==> src/rtl/hx711_io_pkg.sv <==
// Shared definitions for the HX711 IO-bus target: register offsets, gain
// codes with their PD_SCK pulse counts, engine states and STATUS bit positions.
package hx711_io_pkg;

  localparam logic [3:0] OFF_CTRL    = 4'h0;
  localparam logic [3:0] OFF_STATUS  = 4'h2;
  localparam logic [3:0] OFF_DATA_LO = 4'h4;
  localparam logic [3:0] OFF_DATA_HI = 4'h6;
  localparam logic [3:0] OFF_COUNT   = 4'h8;

  localparam int CTRL_EN     = 0;
  localparam int CTRL_IRQ_EN = 1;

  localparam int STAT_VALID   = 0;
  localparam int STAT_BUSY    = 1;
  localparam int STAT_OVERRUN = 2;

  localparam logic [1:0] GAIN_A128 = 2'b00;
  localparam logic [1:0] GAIN_B32  = 2'b01;
  localparam logic [1:0] GAIN_A64  = 2'b10;

  localparam logic [4:0] PULSES_A128 = 5'd25;
  localparam logic [4:0] PULSES_B32  = 5'd26;
  localparam logic [4:0] PULSES_A64  = 5'd27;

  localparam logic [4:0] DATA_BITS = 5'd24;

  typedef enum logic [2:0] {
    ST_IDLE,
    ST_WAIT_RDY,
    ST_HIGH,
    ST_LOW,
    ST_DONE
  } hx_state_t;

  // Gain code 11 is reserved on the HX711; it is treated as chA x128.
  function automatic logic [4:0] pulses_for_gain(input logic [1:0] gain);
    case (gain)
      GAIN_B32: return PULSES_B32;
      GAIN_A64: return PULSES_A64;
      default:  return PULSES_A128;
    endcase
  endfunction

endpackage

==> src/rtl/hx711_shifter.sv <==
// HX711 serial engine: synchronizes DOUT, generates PD_SCK with a down-counting
// phase timer, shifts in a 24-bit sample MSB first and pulses done for one cycle.
//
// state     | meaning
// ----------+--------------------------------------------------------------
// IDLE      | engine off, SCK low
// WAIT_RDY  | waiting for DOUT low (sample ready); gain pulse count latched on exit
// HIGH      | SCK high for SCK_HALF cycles; data bit sampled on the last cycle
// LOW       | SCK low for SCK_HALF cycles; bit counter advances at the end
// DONE      | one-cycle sample-complete pulse
module hx711_shifter
  import hx711_io_pkg::*;
#(
  parameter int SCK_HALF = 50
) (
  input  logic        clk,
  input  logic        reset,
  input  logic        en,
  input  logic [1:0]  gain,
  input  logic        dt,
  output logic        sck,
  output logic        busy,
  output logic        done,
  output logic [23:0] sample
);

  localparam int TW = $clog2(SCK_HALF);
  localparam logic [TW-1:0] TIMER_LOAD = TW'(SCK_HALF - 1);

  hx_state_t     state_q, state_d;
  logic [TW-1:0] timer_q, timer_d;
  logic [4:0]    n_q, n_d;
  logic [4:0]    total_q, total_d;
  logic [23:0]   shift_q, shift_d;
  logic          dt_meta_q, dt_sync_q;

  always_ff @(posedge clk or posedge reset) begin
    if (reset) begin
      state_q   <= ST_IDLE;
      timer_q   <= '0;
      n_q       <= '0;
      total_q   <= '0;
      shift_q   <= '0;
      dt_meta_q <= 1'b0;
      dt_sync_q <= 1'b0;
    end else begin
      state_q   <= state_d;
      timer_q   <= timer_d;
      n_q       <= n_d;
      total_q   <= total_d;
      shift_q   <= shift_d;
      dt_meta_q <= dt;
      dt_sync_q <= dt_meta_q;
    end
  end

  always_comb begin
    state_d = state_q;
    timer_d = timer_q;
    n_d     = n_q;
    total_d = total_q;
    shift_d = shift_q;
    case (state_q)
      ST_IDLE: begin
        if (en) state_d = ST_WAIT_RDY;
      end
      ST_WAIT_RDY: begin
        if (!dt_sync_q) begin
          state_d = ST_HIGH;
          n_d     = '0;
          total_d = pulses_for_gain(gain);
          timer_d = TIMER_LOAD;
        end
      end
      ST_HIGH: begin
        if (timer_q == '0) begin
          if (n_q < DATA_BITS) shift_d = {shift_q[22:0], dt_sync_q};
          state_d = ST_LOW;
          timer_d = TIMER_LOAD;
        end else begin
          timer_d = timer_q - 1'b1;
        end
      end
      ST_LOW: begin
        if (timer_q == '0) begin
          n_d     = n_q + 5'd1;
          timer_d = TIMER_LOAD;
          // EN is deliberately not consulted here: the gain pulses must finish.
          state_d = (n_q + 5'd1 == total_q) ? ST_DONE : ST_HIGH;
        end else begin
          timer_d = timer_q - 1'b1;
        end
      end
      ST_DONE: begin
        state_d = en ? ST_WAIT_RDY : ST_IDLE;
      end
      default: state_d = ST_IDLE;
    endcase
  end

  assign sck    = (state_q == ST_HIGH);
  assign busy   = (state_q == ST_HIGH) || (state_q == ST_LOW) || (state_q == ST_DONE);
  assign done   = (state_q == ST_DONE);
  assign sample = shift_q;

endmodule

==> src/rtl/hx711_io_target.sv <==
// IO-bus responder for the HX711 load-cell engine: address decode, one-cycle
// acknowledge, control/status/data registers, sample shadow and level irq.
module hx711_io_target
  import hx711_io_pkg::*;
#(
  parameter logic [15:0] BASE_ADDR = 16'h0000,
  parameter int          SCK_HALF  = 50
) (
  input  logic        clk,
  input  logic        reset,
  input  logic [15:0] io_address,
  input  logic        io_bus_enable,
  input  logic [1:0]  io_byte_enable,
  input  logic        io_rw,
  input  logic [15:0] io_write_data,
  output logic [15:0] io_read_data,
  output logic        io_acknowledge,
  output logic        io_irq,
  input  logic        hx711_dt,
  output logic        hx711_sck
);

  logic        ack_q, served_q;
  logic [15:0] rdata_q, rdata_d;
  logic [3:0]  ctrl_q;
  logic        valid_q, overrun_q;
  logic [15:0] count_q;
  logic [23:0] data_q;
  logic [7:0]  shadow_q;

  logic        sh_busy, sh_done;
  logic [23:0] sh_sample;

  logic        hit, rd, wr, rd_lo, rd_hi, ctrl_wr, ovr_clr;
  logic [3:0]  offset;
  logic        unused_bits;

  hx711_shifter #(.SCK_HALF(SCK_HALF)) u_shifter (
    .clk    (clk),
    .reset  (reset),
    .en     (ctrl_q[CTRL_EN]),
    .gain   (ctrl_q[3:2]),
    .dt     (hx711_dt),
    .sck    (hx711_sck),
    .busy   (sh_busy),
    .done   (sh_done),
    .sample (sh_sample)
  );

  // served_q stops a bridge that holds bus_enable past the ack from being served twice.
  assign hit     = io_bus_enable && (io_address[15:4] == BASE_ADDR[15:4]) && !ack_q && !served_q;
  assign offset  = io_address[3:0];
  assign rd      = hit && io_rw;
  assign wr      = hit && !io_rw;
  assign rd_lo   = rd && (offset == OFF_DATA_LO);
  assign rd_hi   = rd && (offset == OFF_DATA_HI);
  assign ctrl_wr = wr && (offset == OFF_CTRL) && io_byte_enable[0];
  assign ovr_clr = wr && (offset == OFF_STATUS) && io_byte_enable[0] && io_write_data[STAT_OVERRUN];

  assign unused_bits = ^{io_byte_enable[1], io_write_data[15:4]};

  always_comb begin
    rdata_d = '0;
    case (offset)
      OFF_CTRL:    rdata_d = {12'd0, ctrl_q};
      OFF_STATUS:  rdata_d = {13'd0, overrun_q, sh_busy, valid_q};
      OFF_DATA_LO: rdata_d = data_q[15:0];
      OFF_DATA_HI: rdata_d = {{8{shadow_q[7]}}, shadow_q};
      OFF_COUNT:   rdata_d = count_q;
      default:     rdata_d = '0;
    endcase
  end

  always_ff @(posedge clk or posedge reset) begin
    if (reset) begin
      ack_q     <= 1'b0;
      served_q  <= 1'b0;
      rdata_q   <= '0;
      ctrl_q    <= '0;
      valid_q   <= 1'b0;
      overrun_q <= 1'b0;
      count_q   <= '0;
      data_q    <= '0;
      shadow_q  <= '0;
    end else begin
      ack_q    <= hit;
      served_q <= io_bus_enable && (served_q || hit);
      rdata_q  <= rd ? rdata_d : '0;
      if (ctrl_wr) ctrl_q <= io_write_data[3:0];
      if (rd_lo) shadow_q <= data_q[23:16];
      if (sh_done) begin
        // A fresh sample beats a simultaneous DATA_HI read and an OVERRUN clear.
        data_q  <= sh_sample;
        count_q <= count_q + 16'd1;
        valid_q <= 1'b1;
        if (valid_q && !rd_hi) overrun_q <= 1'b1;
        else if (ovr_clr)      overrun_q <= 1'b0;
      end else begin
        if (rd_hi)   valid_q   <= 1'b0;
        if (ovr_clr) overrun_q <= 1'b0;
      end
    end
  end

  assign io_acknowledge = ack_q;
  assign io_read_data   = rdata_q;
  assign io_irq         = ctrl_q[CTRL_IRQ_EN] && valid_q;

endmodule

==> config.mk <==
export PLATFORM = sky130hd
export DESIGN_NAME = hx711_io_target
export DESIGN_NICKNAME = d
export VERILOG_FILES = /design/src/rtl/hx711_io_pkg.sv /design/src/rtl/hx711_shifter.sv /design/src/rtl/hx711_io_target.sv
export SDC_FILE = /design/constraint.sdc
export NUM_CORES = 1
export LEC_CHECK = 0
export CAP_MARGIN = 30
export CORE_MARGIN = 1.5
export CORE_UTILIZATION = 50
export CTS_CLUSTER_DIAMETER = 30
export DETAILED_ROUTE_END_ITERATION = 10
export PLACE_DENSITY = 0.72
export SYNTH_ARGS = -nofsm -noshare
export SYNTH_HDL_FRONTEND = slang
export SYNTH_SLANG_ARGS = --single-unit
==> constraint.sdc <==
create_clock -name clk -period 4.5 [get_ports clk]
set_input_delay 0.675 -clock clk [delete_from_list [all_inputs] [get_ports clk]]
set_output_delay 0.675 -clock clk [all_outputs]
set_load 0.1 [all_outputs]
=== Yosys cells after proc, flatten, opt, wreduce, memory -nomap -nowiden ===
Cells that the tools add are included.

* Output and inout bits: 19
* Input port bits: 39
* Logic and storage cells: 92
* Flip-flop bits (word level): 117

* Reduce and logical (&&, ||, !) cells: 35
* Eq/ne operators: 15
* Magnitude comparators: 1
* Muxes and demuxes: 21
* Bitwise gates (word level): 1
* Add/subtract/negate cells: 3

{| class="wikitable"
|+ Operator list
! cell !! count
|-
| one-hot mux 16 bit (5 select lines) || 1
|-
| adder 16 x 1 -> 16 bit, second input constant || 1
|-
| 2-to-1 mux 16 bit || 1
|-
| logical AND 1 bit || 15
|-
| 2-to-1 mux 3 bit || 5
|-
| one-hot mux 3 bit (5 select lines) || 1
|-
| zero test 12 bit || 1
|-
| 2-to-1 mux 6 bit || 2
|-
| one-hot mux 6 bit (2 select lines) || 1
|-
| 2-to-1 mux 5 bit || 2
|-
| one-hot mux 5 bit (2 select lines) || 1
|-
| == test 4 x 3 -> 1 bit, second input constant || 2
|-
| == test 3 x 2 -> 1 bit, second input constant || 2
|-
| zero test 6 bit || 1
|-
| 2-to-1 mux 1 bit || 6
|-
| AND reduction 3 bit || 2
|-
| nonzero test 2 bit || 3
|-
| subtractor 6 x 1 -> 6 bit, second input constant || 1
|-
| adder 5 x 1 -> 5 bit, second input constant || 1
|-
| == test 5 bit || 1
|-
| < comparator 5 bit, second input constant || 1
|-
| == test 4 x 2 -> 1 bit, second input constant || 1
|-
| == test 4 bit, second input constant || 1
|-
| zero test 1 bit || 4
|-
| 14 further kinds || 19
|}

=== Longest topological paths before layout ===
Gate-level depths: netlist of the first run.

* Word-level depth: 11
* Gate-level depth with buffers: 7
* Mapped depth without buffers: 5

=== Modules after synthesis ===
From an unflattened synthesis of the first run, not the netlist that was laid out.

* Cell total of the unflattened synthesis: 396
* Area total of the unflattened synthesis: 5064.9 sq um

{| class="wikitable"
|+ Modules (own cells, without submodules)
! module !! instances !! cells an instance !! area each (sq um) !! sequential area each (sq um)
|-
| hx711_io_target || 1 || 230 || 3064.2 || 1801.7
|-
| hx711_shifter || 1 || 166 || 2000.7 || 1076.0
|}

=== Least setup slack after synthesis of the first run ===
OpenSTA, ideal clock, no wires.

* Kind: register to register
* From: reg u_shifter.state_q[0]
* To: reg u_shifter.shift_q[0], in the netlist u_shifter.sample[0]
* Cell stages (with the launch flop): 7
* Setup slack: 1479 ps
* Required time: 4375 ps
* Arrival: 2897 ps
* Library setup time: 125 ps
* Buffers on the path: 3
* Period minus slack after synthesis: 3021 ps
* Path through: dfrtp_1 -> buf_2 -> nor2_1 -> and3_1 -> clkbuf_1 -> buf_4 -> mux2_2

* Longest elaborated chain between the ends: 2

{| class="wikitable"
|+ RTL lines
! what !! RTL line !! source
|-
| from (decl) || hx711_shifter.sv:30 || <nowiki>hx_state_t state_q, state_d;</nowiki>
|-
| from (signal assigned) || hx711_shifter.sv:47 || <nowiki>state_q <= state_d;</nowiki>
|-
| == test 3 x 2 -> 1 bit || n/a ||
|-
| named net hx711_sck || hx711_io_target.sv:20 || <nowiki>output logic hx711_sck</nowiki>
|-
| AND reduction 3 bit (no source line) || n/a ||
|-
| to (signal assigned) || hx711_shifter.sv:51 || <nowiki>shift_q <= shift_d;</nowiki>
|-
| to (decl) || hx711_shifter.sv:34 || <nowiki>logic [23:0] shift_q, shift_d;</nowiki>
|}

The timed path passes the listed nets, and every way through them passes these cells.
A chain may end at the register's enable or synchronous reset.

=== Worst setup path in the final report of the first run ===
* From: reg u_shifter.state_q[1]
* To: out hx711_sck

* Longest elaborated chain between the ends: 1

{| class="wikitable"
|+ RTL lines
! what !! RTL line !! source
|-
| == test 3 x 2 -> 1 bit || hx711_shifter.sv:101 || <nowiki>assign sck = (state_q == ST_HIGH);</nowiki>
|-
| to (decl) || hx711_io_target.sv:20 ||
|}

Every way passes these cells.

==> results of run 1 <==
-- area by class of cell --
cell class / instances / area [µm²] / area share (%)
Sequential cell: 115 / 2878 / 46.05
Clock inverter: 15 / 182.7 / 2.923
Tap cell: 133 / 166.4 / 2.663
Timing Repair Buffer: 48 / 503.0 / 8.048
Multi-Input combinational cell: 305 / 2081 / 33.29
Inverter: 6 / 25.02 / 0.4004
Clock buffer: 17 / 414.1 / 6.627
-- metrics by stage --
step | hold slack [ns] | utilization (%)
CTS | 0.3526 | 63.65
global route | 0.3548 | 63.65
global placement | 0.3339 | 57.29
finish | 0.3518 | 63.65
detailed placement | 0.3394 | 57.57
floorplan | 0.3312 | -
-- worst paths after layout --
path	start	endpoint	cells after the start
setup / recovery	u_shifter.state_q[1]	hx711_sck	3
hold / removal	u_shifter.dt_meta_q	u_shifter.dt_sync_q	0
setup reg to reg	u_shifter.state_q[1]	u_shifter.sample[23]	5
hold reg to reg	u_shifter.dt_meta_q	u_shifter.dt_sync_q	0
max in group asynchronous	reset	io_read_data[14]	3
min in group asynchronous	reset	u_shifter.timer_q[3]	3
-- sequential cells by signal, summed over array words and instances, names as in the netlist --
| register | count |
|---|---|
| u_shifter.sample | 24 |
| overrun_q | 1 |
| io_acknowledge | 1 |
| valid_q | 1 |
| u_shifter.timer_q | 6 |
| io_read_data | 16 |
| shadow_q | 8 |
| count_q | 16 |
| u_shifter.dt_sync_q | 1 |
| ctrl_q | 4 |
| data_q | 24 |
| u_shifter.state_q | 3 |
| u_shifter.dt_meta_q | 1 |
| served_q | 1 |
| u_shifter.total_q | 3 |
| u_shifter.n_q | 5 |
-- kinds of logic after synthesis --
kind of cell,count (synthesis)
mux,40
xor+xnor,22
fa+ha+maj,5
buf+inv,27
simple gates,179
compound gates,59
flops,115
-- critical path: cells and delay by family, from the launching register on --
family,cells,cell delay (ns)
buffers and inverters,1,1.16
DFF,1,0.64
and+or+nand+nor,2,0.36
-- report_power, final --
group	switching [W]	internal (W)	total [W]
sequential	0.0000611	0.00109	0.00115
combinational	0.000165	0.000118	0.000283
clock	0.000483	0.000846	0.00133
-- layout by cell type (no fill, tap or decap), types with 8 or more instances in the layout --
master | synthesis | final
sky130_fd_sc_hd__nand2_1 | 96 | 96
sky130_fd_sc_hd__xor2_1 | 9 | 9
sky130_fd_sc_hd__a22oi_1 | 9 | 9
sky130_fd_sc_hd__a21oi_1 | 10 | 10
sky130_fd_sc_hd__nor2_1 | 21 | 21
sky130_fd_sc_hd__dfrtp_1 | 115 | 115
sky130_fd_sc_hd__nand3_1 | 8 | 8
sky130_fd_sc_hd__clkdlybuf4s50_1 | 0 | 44
sky130_fd_sc_hd__mux2_2 | 39 | 39
sky130_fd_sc_hd__xnor2_1 | 13 | 13
sky130_fd_sc_hd__nand4_1 | 9 | 9
sky130_fd_sc_hd__clkbuf_16 | 0 | 16
-- metal layers --
layer / up-vias / routed length (µm) / GRT usage [%]
li1: 1674 / - / -
met1: 1703 / 4490 / 26.09
met2: 77 / 4851 / 32.64
met3: 7 / 390 / 5.827
met4: 0 / 105 / 7.639
met5: - / 0 / 0
==> impl_table.tex, run 1 <==
\begin{tabular}{lr}
\hline
Metric & Value \\
\hline
\multicolumn{2}{l}{\textbf{Outcome}} \\
Outcome & complete, no violations \\
\multicolumn{2}{l}{\textbf{Final layout}} \\
Fin area & 0.006250 mm² \\
Fraction of final layout cells with drive strength greater than 1 & 18.58\% \\
Fill cell instance count of the final layout & 787 \\
\# diodes & 0 \\
Final net count & 537 \\
Signed area change from the synthesized netlist to the final layout & 22.85\% \\
Non-filler cells in the finished layout & 639 \\
\multicolumn{2}{l}{\textbf{Yosys}} \\
Share of synthesized area occupied by flip-flops and latches & 56.57\% \\
Portion of netlist area occupied by mux cells & 8.829\% \\
Most frequent cell after synthesis & sky130\_fd\_sc\_hd\_\_dfrtp\_1 \\
Number of flops mapped to enable cells by yosys & 0 \\
Post-Syn Instances & 447 \\
Fraction of the mapped netlist area in compound gates & 8.608\% \\
Synth Cell Area & 0.005087 mm² \\
Number of different library cells in the post-synthesis netlist & 60 \\
Post-synthesis cell type with the largest combined area & sky130\_fd\_sc\_hd\_\_dfrtp\_1 \\
Share of synthesized registers carrying an async set or reset & 100.0\% \\
Area contributors post-synth & sky130\_fd\_sc\_hd\_\_dfrtp\_1 (57\%), sky130\_fd\_sc\_hd\_\_mux2\_2 (8.6\%), sky130\_fd\_sc\_hd\_\_nand2\_1 (7.1\%) \\
Dominant combinational cell family by area after synthesis & simple AND/OR/NAND/NOR gates \\
Area share of fa/ha/maj cells after synthesis & 1.230\% \\
Flip-flop and latch count after synthesis & 115 \\
Synth Area per Inst & 11.38 µm² \\
Most used DFF post-synth & sky130\_fd\_sc\_hd\_\_dfrtp\_1 \\
Leading cell types by count after synthesis & sky130\_fd\_sc\_hd\_\_dfrtp\_1 (115), sky130\_fd\_sc\_hd\_\_nand2\_1 (96), sky130\_fd\_sc\_hd\_\_mux2\_2 (39) \\
Synth warnings & 0 \\
Xor/xnor share of the synthesized area & 3.788\% \\
Synth top area share & 56.57\% \\
Synthesized-area fraction occupied by and/or/nand/nor cells & 18.32\% \\
Post-synth net total & 491 \\
\multicolumn{2}{l}{\textbf{Drt}} \\
Routed wire length per instance & 15.39 µm \\
Remaining design rule violation count & 0 \\
Number of optimization iterations in the first detailed-route pass & 5 \\
Post-detailed-route count of antenna-violating nets & 0 \\
Final wirelength & 9.837 mm \\
Via density per instance & 5.416 \\
DRC marker count from the first detailed-route iteration & 237 \\
Vias after detailed routing & 3461 \\
\multicolumn{2}{l}{\textbf{Critical path}} \\
Worst setup EP type & primary output \\
Worst-path cell chain & nand2b\_1, nor2\_1, clkdlybuf4s50\_1 \\
Reg-to-reg slack, setup & 2.43 ns \\
Highest cell delay on the worst timing path & 1.16 ns \\
Crit Path Category & reg2out \\
Highest-delay cell along the critical path & sky130\_fd\_sc\_hd\_\_clkdlybuf4s50\_1 \\
Maximum fanout count along the critical path & 15 \\
Arrival time of the worst setup path & 2.69 ns \\
Critical path data required time & 3.83 ns \\
Startpoint kind of the worst setup timing path & flop \\
\multicolumn{2}{l}{\textbf{Die}} \\
Die H & 103.9 µm \\
Count of standard-cell rows & 36 \\
Boundary Pins & 58 \\
CORE AREA & 0.009819 mm² \\
Full die area & 0.01079 mm² \\
Starting utilization of the core area & 51.81\% \\
Floorplan die width & 103.9 µm \\
\multicolumn{2}{l}{\textbf{STA}} \\
Final max-slew violation count & 0 \\
Final count of negative-setup-slack endpoints & 0 \\
Unrepaired setup endpoints after global routing & no \\
Final worst path period need & 3.362 ns \\
Setup total negative slack & 0 ns \\
Clock Skew & 0.007928 ns \\
Period utilization & 74.71\% \\
Fin worst setup slack & 1.138 ns \\
F\_max & 297.5 MHz \\
Actual transition at the worst max-transition pin & 0.9822 ns \\
Hold Fails Final Rpt & 0 \\
Rel. slew slack & 34.31\% \\
\multicolumn{2}{l}{\textbf{Global route}} \\
Vias in the first global route & 3512 \\
Combined global-route utilization of all metal layers & 20.27\% \\
Initial antenna violation count & 0 \\
Pin count of the biggest net entering global routing & 116 \\
Total gr overflow & 0 \\
First-pass GRT wire length & 17.22 mm \\
\multicolumn{2}{l}{\textbf{Placed design}} \\
GPL Wtd Cong & 0.7829 \\
Detail Placement HPWL & 6.358 mm \\
Port Buf Inserts & 44 \\
Cell count after placement & 607 \\
Cell area after placement & 0.005653 mm² \\
Post-placement setup slack & 1.455 ns \\
\multicolumn{2}{l}{\textbf{Clock tree}} \\
Total CTS buffers & 17 \\
Number of H-tree branching levels & 4 \\
Count of cells resized by post-cts repair & 0 \\
Clock latency of the later-clocked register in the worst-skew pair & 0.51 ns \\
CTS tree & done \\
Clock tree sinks & 115 \\
Cell at the root of the clock tree & sky130\_fd\_sc\_hd\_\_clkbuf\_8 \\
Maximum root-to-sink buffer count & 2 \\
CTS clk-pin slew, worst paths & 0.06 ns \\
Number of buffers inserted by post-CTS setup repair & 0 \\
Number of buffers inserted by hold repair at cts & 0 \\
\multicolumn{2}{l}{\textbf{Job}} \\
Max capacitance violation total & 0 \\
\multicolumn{2}{l}{\textbf{Pwr}} \\
Total power consumption of the routed design & 0.002759 W \\
Leakage & 2.892 nW \\
Maximum ir drop on the vdd rail & 288.2 µV \\
Power per Cell Area & 441.5 mW/mm² \\
\multicolumn{2}{l}{\textbf{Min path}} \\
Hold Path Class & reg2reg \\
\hline
\end{tabular}
Power figures use the tool's default switching activity.
==> run 2, diff against run 1 <==
==> constraint.sdc (replaced) <==
create_clock -name clk -period 3.19 [get_ports clk]
set_input_delay 0.4785 -clock clk [delete_from_list [all_inputs] [get_ports clk]]
set_output_delay 0.4785 -clock clk [all_outputs]
set_load 0.1 [all_outputs]
==> impl_table.tex, run 2 (synthesized netlist as in run 1, its figures left out) <==
\begin{tabular}{lr}
\hline
Metric & Value \\
\hline
\multicolumn{2}{l}{\textbf{Clock tree}} \\
Maximum root-to-sink buffer count & 2 \\
CTS clk-pin slew, worst paths & 0.05 ns \\
Cell at the root of the clock tree & sky130\_fd\_sc\_hd\_\_clkbuf\_8 \\
Number of H-tree branching levels & 4 \\
CTS tree & done \\
Clock tree sinks & 115 \\
Number of buffers inserted by post-CTS setup repair & 0 \\
Clock latency of the later-clocked register in the worst-skew pair & 0.52 ns \\
Total CTS buffers & 17 \\
Number of buffers inserted by hold repair at cts & 0 \\
Count of cells resized by post-cts repair & 0 \\
\multicolumn{2}{l}{\textbf{STA}} \\
Final count of negative-setup-slack endpoints & 0 \\
Post-route worst hold slack & 0.3491 ns \\
Rel. slew slack & 34.62\% \\
Setup total negative slack & 0 ns \\
Final worst path period need & 2.474 ns \\
Actual transition at the worst max-transition pin & 0.9776 ns \\
F\_max & 404.2 MHz \\
Period utilization & 77.55\% \\
Final max-slew violation count & 0 \\
Unrepaired setup endpoints after global routing & no \\
Hold Fails Final Rpt & 0 \\
Clock Skew & 0.005387 ns \\
\multicolumn{2}{l}{\textbf{Placed design}} \\
Detail Placement HPWL & 6.482 mm \\
GPL Wtd Cong & 0.7894 \\
Port Buf Inserts & 44 \\
\multicolumn{2}{l}{\textbf{Critical path}} \\
Buf/Inv on CP & 1 \\
Maximum fanout count along the critical path & 2 \\
Launching point of the worst reg2reg path & u\_shifter.state\_q[1] \\
Endpoint of the worst register-to-register path & u\_shifter.sample[12] \\
Highest cell delay on the worst timing path & 1.14 ns \\
Critical path data required time & 2.71 ns \\
Arrival time of the worst setup path & 2.00 ns \\
Reg-to-reg slack, setup & 1.14 ns \\
Number of cells traversed by the worst register-to-register path & 5 \\
Dominant delay contributor by cell family on the critical path & buffers and inverters \\
Startpoint kind of the worst setup timing path & flop \\
Crit Path Category & reg2out \\
Highest-delay cell along the critical path & sky130\_fd\_sc\_hd\_\_clkdlybuf4s50\_1 \\
Worst setup EP type & primary output \\
Worst-path cell chain & clkdlybuf4s50\_1 \\
\multicolumn{2}{l}{\textbf{Drt}} \\
Via density per instance & 5.492 \\
Final wirelength & 9.777 mm \\
Routed wire length per instance & 15.23 µm \\
Vias after detailed routing & 3526 \\
Post-detailed-route count of antenna-violating nets & 0 \\
Remaining design rule violation count & 0 \\
DRC marker count from the first detailed-route iteration & 308 \\
Number of optimization iterations in the first detailed-route pass & 5 \\
\multicolumn{2}{l}{\textbf{Die}} \\
Floorplan die width & 103.9 µm \\
Full die area & 0.01079 mm² \\
Die H & 103.9 µm \\
Starting utilization of the core area & 51.81\% \\
CORE AREA & 0.009819 mm² \\
Boundary Pins & 58 \\
Count of standard-cell rows & 36 \\
\multicolumn{2}{l}{\textbf{Min path}} \\
Source of the worst hold timing path & u\_shifter.dt\_meta\_q \\
Endpoint, Worst Hold & u\_shifter.dt\_sync\_q \\
Hold Path Class & reg2reg \\
Hold-critical path depth & 0 \\
\multicolumn{2}{l}{\textbf{Final layout}} \\
Core utilization of the finished layout & 63.67\% \\
Area of combinational cells with multiple inputs & 0.002081 mm² \\
Fraction of final layout cells with drive strength greater than 1 & 19.45\% \\
Fill cell instance count of the final layout & 770 \\
\# diodes & 0 \\
Most frequent standard cell in the layout excluding fill and tap cells & sky130\_fd\_sc\_hd\_\_dfrtp\_1 \\
Commonest cells after routing, fill and taps aside & sky130\_fd\_sc\_hd\_\_dfrtp\_1 (115), sky130\_fd\_sc\_hd\_\_nand2\_1 (96), sky130\_fd\_sc\_hd\_\_clkdlybuf4s50\_1 (42), sky130\_fd\_sc\_hd\_\_mux2\_2 (39), sky130\_fd\_sc\_hd\_\_nor2\_1 (21) \\
Final net count & 540 \\
Seq. cell area & 0.002878 mm² \\
Signed area change from the synthesized netlist to the final layout & 22.90\% \\
\multicolumn{2}{l}{\textbf{Outcome}} \\
Outcome & complete, no violations \\
\multicolumn{2}{l}{\textbf{Global route}} \\
First-pass GRT wire length & 17.24 mm \\
Combined global-route utilization of all metal layers & 20.08\% \\
Initial antenna violation count & 0 \\
Total gr overflow & 0 \\
Vias in the first global route & 3626 \\
Pin count of the biggest net entering global routing & 67 \\
\multicolumn{2}{l}{\textbf{Job}} \\
Max capacitance violation total & 0 \\
\multicolumn{2}{l}{\textbf{Pwr}} \\
Power per Cell Area & 622.7 mW/mm² \\
Total power consumption of the routed design & 0.003893 W \\
Maximum ir drop on the vdd rail & 531.5 µV \\
Leakage & 2.910 nW \\
\hline
\end{tabular}
[run 2: cell types whose count changed in the layout (fill, tap and decap cells not counted)]
cell / delta
sky130_fd_sc_hd__inv_6: -2
sky130_fd_sc_hd__clkinv_4: -1
sky130_fd_sc_hd__clkinv_2: +2
sky130_fd_sc_hd__clkdlybuf4s50_1: -2
sky130_fd_sc_hd__buf_16: -1
sky130_fd_sc_hd__clkbuf_8: +2
sky130_fd_sc_hd__buf_4: +6
sky130_fd_sc_hd__inv_4: -1
[run 2: worst max path at each step]
stage / from / endpoint / cells after the start
after floorplan: u_shifter.state_q[0] / u_shifter.sample[0] / 6
after global placement: io_address[1] / shadow_q[7] / 5
after detailed placement: io_address[1] / shadow_q[6] / 5
after CTS: io_read_data[2] / io_read_data[2] / 1
after global routing: io_acknowledge / io_acknowledge / 1
final: io_acknowledge / io_acknowledge / 1
[run 2: report_power, final]
part / switching (W) / internal (W) / leakage [nW] / total (W)
Combinational: 0.000227 / 0.000163 / 1.04 / 0.000390
Clock: 0.000654 / 0.00123 / 0.290 / 0.00188
Sequential: 0.0000905 / 0.00153 / 1.58 / 0.00162
Total: 0.000972 / 0.00292 / 2.91 / 0.00389
[run 2: cell type report]
class,count,area share (%)
Clock buffer,19,7.064
Clock inverter,13,2.542
Inverter,6,0.4203
Multi-Input combinational cell,305,33.28
Sequential cell,115,46.03
Tap cell,133,2.662
Timing Repair Buffer,51,8.005
[run 2: layer usage]
metal	track usage [%]	wire [µm]
met3	6.078	482
met4	7.242	133
met5	0	0
met2	32.40	4795
met1	25.73	4364
[run 2: through the flow]
step | area [µm²] | std cells | setup WS [ns]
floorplan | 5091 | 447 | 0.1687
global placement | 5652 | 610 | 0.6744
detailed placement | 5652 | 610 | 0.6644
CTS | 6252 | 642 | 0.6825
global route | 6252 | 642 | 0.6628
finish | 6252 | 642 | 0.7163
